--- src/rtl/period_meter_pkg.sv ---
// Shared constants and FSM state encoding for the period meter and
// anything else that needs to interpret its counters.
package period_meter_pkg;

  localparam int CNT_W_DEFAULT       = 26;
  localparam int SYNC_STAGES_DEFAULT = 2;

  // All-ones saturation value, sliced down to the counter width by the user.
  localparam logic [63:0] SAT_VALUE = '1;

  typedef enum logic [1:0] {
    ST_IDLE    = 2'd0,
    ST_ARM     = 2'd1,
    ST_MEASURE = 2'd2
  } state_e;

endpackage

--- src/rtl/period_meter_sync.sv ---
// Generic multi-flop synchronizer for a single asynchronous input bit.
module sync_ff #(
  parameter int STAGES = 2
) (
  input  logic clock,
  input  logic reset,
  input  logic i_d,
  output logic o_q
);

  logic [STAGES-1:0] r_chain;

  always_ff @(posedge clock or posedge reset) begin
    if (reset) begin
      r_chain <= '0;
    end else begin
      r_chain <= {r_chain[STAGES-2:0], i_d};
    end
  end

  assign o_q = r_chain[STAGES-1];

endmodule

--- src/rtl/period_meter.sv ---
// Measures period and high time of a slow asynchronous square wave in
// system clock cycles, reporting once per detected rising edge.
module period_meter
  import period_meter_pkg::*;
#(
  parameter int CNT_W       = CNT_W_DEFAULT,
  parameter int SYNC_STAGES = SYNC_STAGES_DEFAULT
) (
  input  logic             clock,
  input  logic             reset,
  input  logic             enable,
  input  logic             sig_in,
  output logic [CNT_W-1:0] period,
  output logic [CNT_W-1:0] high_time,
  output logic             period_valid,
  output logic             overflow,
  output logic             busy
);

  localparam logic [CNT_W-1:0] SAT = SAT_VALUE[CNT_W-1:0];
  localparam logic [CNT_W-1:0] ONE = CNT_W'(1);

  logic             w_sync;
  logic             r_delay;
  logic             w_rise;
  logic             w_fall;
  state_e           r_state;
  state_e           w_stateNext;
  logic             w_start;
  logic             w_report;
  logic             w_clear;
  logic             w_count;
  logic [CNT_W-1:0] r_cnt;
  logic [CNT_W-1:0] r_hiCnt;
  logic [CNT_W-1:0] w_cntInc;
  logic [CNT_W-1:0] w_hiInc;
  logic             r_sat;
  logic             r_fallSeen;

  sync_ff #(
    .STAGES(SYNC_STAGES)
  ) u_sync (
    .clock(clock),
    .reset(reset),
    .i_d  (sig_in),
    .o_q  (w_sync)
  );

  always_ff @(posedge clock or posedge reset) begin
    if (reset) begin
      r_delay <= 1'b0;
    end else begin
      r_delay <= w_sync;
    end
  end

  assign w_rise = w_sync & ~r_delay;
  assign w_fall = ~w_sync & r_delay;

  always_ff @(posedge clock or posedge reset) begin
    if (reset) begin
      r_state <= ST_IDLE;
    end else begin
      r_state <= w_stateNext;
    end
  end

  // Dropping enable wins over a coincident rise, so no half-finished report.
  always_comb begin
    w_stateNext = r_state;
    w_start     = 1'b0;
    w_report    = 1'b0;
    w_clear     = 1'b0;
    w_count     = 1'b0;
    busy        = 1'b0;
    case (r_state)
      ST_IDLE: begin
        if (enable) begin
          w_stateNext = ST_ARM;
        end
      end
      ST_ARM: begin
        busy = 1'b1;
        if (!enable) begin
          w_stateNext = ST_IDLE;
          w_clear     = 1'b1;
        end else if (w_rise) begin
          w_stateNext = ST_MEASURE;
          w_start     = 1'b1;
        end
      end
      ST_MEASURE: begin
        busy = 1'b1;
        if (!enable) begin
          w_stateNext = ST_IDLE;
          w_clear     = 1'b1;
        end else if (w_rise) begin
          w_report = 1'b1;
          w_start  = 1'b1;
        end else begin
          w_count = 1'b1;
        end
      end
      default: begin
        w_stateNext = ST_IDLE;
      end
    endcase
  end

  assign w_cntInc = (r_cnt == SAT) ? SAT : r_cnt + ONE;
  assign w_hiInc  = (r_hiCnt == SAT) ? SAT : r_hiCnt + ONE;

  // Counters restart at 1 so that the rise cycle itself is part of the period.
  always_ff @(posedge clock or posedge reset) begin
    if (reset) begin
      r_cnt      <= '0;
      r_hiCnt    <= '0;
      r_sat      <= 1'b0;
      r_fallSeen <= 1'b0;
    end else if (w_clear) begin
      r_cnt      <= '0;
      r_hiCnt    <= '0;
      r_sat      <= 1'b0;
      r_fallSeen <= 1'b0;
    end else if (w_start) begin
      r_cnt      <= ONE;
      r_hiCnt    <= ONE;
      r_sat      <= 1'b0;
      r_fallSeen <= 1'b0;
    end else if (w_count) begin
      r_cnt <= w_cntInc;
      r_sat <= r_sat | (w_cntInc == SAT);
      if (w_sync && !r_fallSeen) begin
        r_hiCnt <= w_hiInc;
      end
      if (w_fall) begin
        r_fallSeen <= 1'b1;
      end
    end
  end

  always_ff @(posedge clock or posedge reset) begin
    if (reset) begin
      period       <= '0;
      high_time    <= '0;
      overflow     <= 1'b0;
      period_valid <= 1'b0;
    end else begin
      period_valid <= w_report;
      if (w_report) begin
        period    <= r_cnt;
        high_time <= r_hiCnt;
        overflow  <= r_sat;
      end
    end
  end

endmodule

--- config.mk ---
export PLATFORM = sky130hd
export DESIGN_NAME = period_meter
export DESIGN_NICKNAME = d
export VERILOG_FILES = /design/src/rtl/period_meter_pkg.sv /design/src/rtl/period_meter_sync.sv /design/src/rtl/period_meter.sv
export SDC_FILE = /design/constraint.sdc
export NUM_CORES = 1
export LEC_CHECK = 0
export ABC_AREA = 1
export BUFFER_PORTS_ARGS = -buffer_cell sky130_fd_sc_hd__buf_2
export CORE_MARGIN = 2
export CORE_UTILIZATION = 40
export CTS_CLUSTER_DIAMETER = 50
export DETAILED_ROUTE_END_ITERATION = 6
export PLACE_DENSITY_LB_ADDON = 0.3
export SLEW_MARGIN = 30
export SYNTH_ARGS = -nofsm -noshare
export SYNTH_HDL_FRONTEND = slang
export SYNTH_SLANG_ARGS = --single-unit
--- constraint.sdc ---
create_clock -name clock -period 3.15 [get_ports clock]
set_input_delay 0.1575 -clock clock [delete_from_list [all_inputs] [get_ports clock]]
set_output_delay 0.1575 -clock clock [all_outputs]
set_load 0.005 [all_outputs]
==> impl_results.md <==
- Number of antenna violations at the first check in global routing: 0
- Synth warn: 0
- Clock Tree Buf Depth: 2
- Cell Rows: 43
- Least-Margin Pin Slew: roughly 0.85 ns
- Reg-to-reg startpoint: r_cnt[0]
- Area contributors post-synth: dfrtp_1 49%, nand2_1 14%, o21ai_0 9.2%
- Clk_skew: ~0.0084 ns
- First-pass GRT wire length: 22600 microns
- # IOs: just under 60
- Pins Over Slew Limit: 0
- DR WL/cell: between 10 and 15 microns
- Ant diodes: 0
- Resized Gates After CTS: 0
- Slew HR: ~44%
- Pin count of the biggest net entering global routing: slightly above 70
- Non-filler cells, final: just under 1000
- Synthesized cell area: between 5000 and 6000 sq um
- Max Fclk: between 400 and 500 MHz
- Routed Antenna Nets: 0
- WP data arrival: ~2.7 ns
- Post-place setup slack: ~0.81 ns
- Hold Path Class: input port to register
- Later-pin clock latency in the skew report: around 0.42 ns
- Cts hold-fix bufs: 2
- Global placement routability congestion: 0.934
- Die area: about 15000 sq um
- Crit path capture: r_sat
- Overall Global Routing Usage: 19.3%
- Clk root buf: clkbuf_16
- Setup crit start kind: register
- Post-DP HPWL: between 9000 and 10000 microns
- Synth area leader: dfrtp_1
- Sequential area share after synthesis: 49.1%
- Tcrit/Tclk final: 74.5%
- Placed cells: between 900 and 1000
- Crit. Startpoint: r_cnt[0]
- Maximum VDD drop: 0.382 mV
- Initial core utilization: between 40% and 50%
- Syn nets: ~740
- Reported net switching power: between 900 and 1000 uW
- Total CTS buffers: 17
- Final Hold Violating Endpoints: 0
- Static Leak: ~0.0033 uW
- Number of library cell types mapped by synthesis: 41
- EDFF count, synth: 0
- Cell Int Power: 2840 uW
- Crit-path max FO: 22
- Fraction of layout cells with a size suffix above 1: 15.9%
- RSZ-0062 raised after global routing: false
- Most frequent cells in the layout: 218 x nand2_1, 113 x dfrtp_1, 106 x o21ai_0, 82 x inv_1, 58 x buf_2
- Primary FF master, synth: dfrtp_1
- Combinational Power Share: under 10%
- Die Y: around 120 microns
- # Max-Cap Violations: 0
- CP required: roughly 3.5 ns
- DRT Pass-1 Iters: 5
- Cell area power density: between 500 and 600 nW/um^2
- Clock power frac: about 50%
- Switching Share: roughly 24%
- DRC: 0
- Power share of the sequential group: 40.7%
- Via count: roughly 5000
- Critical path class: register to register
- FF+latch count, synth: roughly 110
- Die Wd: approximately 120 microns
- Post-layout min period: 2.35 ns
- CTS tree: built
- Area grow syn2layout: 18.7%
- Routed WL: 13600 microns
- Setup bufs post-CTS: 0
- Commonest non-fill, non-tap cell in the layout: nand2_1
- Cells after synthesis: approximately 730
- H-Tree Depth: 4
- # setup viols final: 0
- # nets final: 800
- Critical path endpoint category: register
- Setup_tns: 0 ns
- Hold depth: 3
- Status: completed
- Final WS setup: about 0.80 ns
- Core area: 14000 sq um
- Total gr overflow: 0
- Syn_area_per_cell: 7.92 sq um
- DRT iter0 DRCs: 343
- Reg clk slew, reported paths: about 0.050 ns
- Post-synth ARST share: 100%
- Count of input and output buffers: 58
- Number of clock sinks: 113
- Vias per cell: 4.98
- R2r setup slk: between 0.8 and 0.9 ns
- Vias in the first global route: ~4700
- RR Endpoint: r_sat
- Reg2Reg Depth: 13
- Top-area cell type share of the netlist area: between 40% and 50%
-- state kept, by name, indices dropped and copies added, names as in the netlist --
signal and cells:
overflow 1, u_sync.r_chain 2, high_time 26, r_sat 1, r_fallSeen 1, r_state 2
r_hiCnt 26, period 26, r_delay 1, period_valid 1, r_cnt 26
-- power groups by stage --
stage	Sequential [uW]	Combinational (uW)	Clock, uW
after floorplan	1550	230	0
after global placement	1550	335	0
after detailed placement	1550	336	0
after CTS	1530	339	1930
after global routing	1540	386	2000
final	1530	335	1900
-- cell usage after synthesis (2+ instances only) --
cell type,count
inv_2,3
xor2_1,15
inv_1,84
ha_1,5
o211ai_1,2
dfrtp_1,113
nor3_1,3
nand3_1,42
o22ai_2,9
clkbuf_1,14
nand4_1,4
nor2_4,4
buf_2,3
o21ai_0,106
nor2_2,2
o22ai_1,6
nand2_2,7
a21oi_1,14
nand2_1,218
nor2_1,50
buf_6,2
o21ai_1,2
-- through the flow --
| stage | total power (uW) | hold slack [ns] | util, % | cell area [sq um] |
|---|---|---|---|---|
| global placement | 1890 | 0.264 | 44.6 | 6230 |
| finish | 3770 | 0.0462 | 48.9 | 6840 |
| floorplan | 1780 | 0.189 | - | 5760 |
| CTS | 3800 | 0.0352 | 48.9 | 6840 |
| detailed placement | 1890 | 0.267 | 44.6 | 6230 |
| global route | 3920 | 0.0698 | 48.9 | 6840 |
-- final cells by class --
class / instances / area [sq um]
Sequential cell: 113 / 2830
Timing Repair Buffer: 66 / 368
Tap cell: 180 / 225
Inverter: 89 / 338
Clock buffer: 26 / 509
Fill cell: 1364 / 7150
Clock inverter: 5 / 75.1
Multi-Input combinational cell: 504 / 2500
-- metal layers --
layer | track usage, % | up-vias | part of all wire, %
met5 | 0 | - | 0
met2 | 29.5 | 100 | 46
met1 | 25.4 | 2294 | 47
met3 | 5.31 | 30 | 4.3
met4 | 8.92 | 0 | 2.6
li1 | - | 2468 | -
-- critical path, cell delays in order (launching register included) --
cell and delay, ns:
dfrtp_1 0.40, ha_1 0.25, nand2_1 0.08, nor2_1 0.06, nand2_1 0.17, nor2_2 0.08, nand2_2 0.34, clkinv_1 0.33
a21oi_1 0.24, nor2_1 0.06, nand2_1 0.06, nor2_1 0.05, nand3_1 0.08, a21oi_1 0.06
-- worst min-delay path by stage --
stage / startpoint / to / slack (ns)
after floorplan: sig_in / u_sync.r_chain[0] / 0.19
after global placement: reset / r_delay / 0.26
after detailed placement: reset / r_delay / 0.27
after CTS: enable / r_hiCnt[0] / 0.04
after global routing: enable / r_hiCnt[0] / 0.07
final: enable / r_hiCnt[0] / 0.05
-- kinds of logic after synthesis --
kind of cell / count (synthesis) / synth area share [%]
buffers and inverters: 110 / 7.58
XOR/XNOR: 15 / 2.28
adder cells (fa/ha/maj): 5 / 1.09
flip-flops: 113 / 49.1
AO/OA/AOI/OAI: 145 / 14.3
AND/OR/NAND/NOR: 339 / 25.6
No activity file was read; power rests on OpenSTA's default activity.
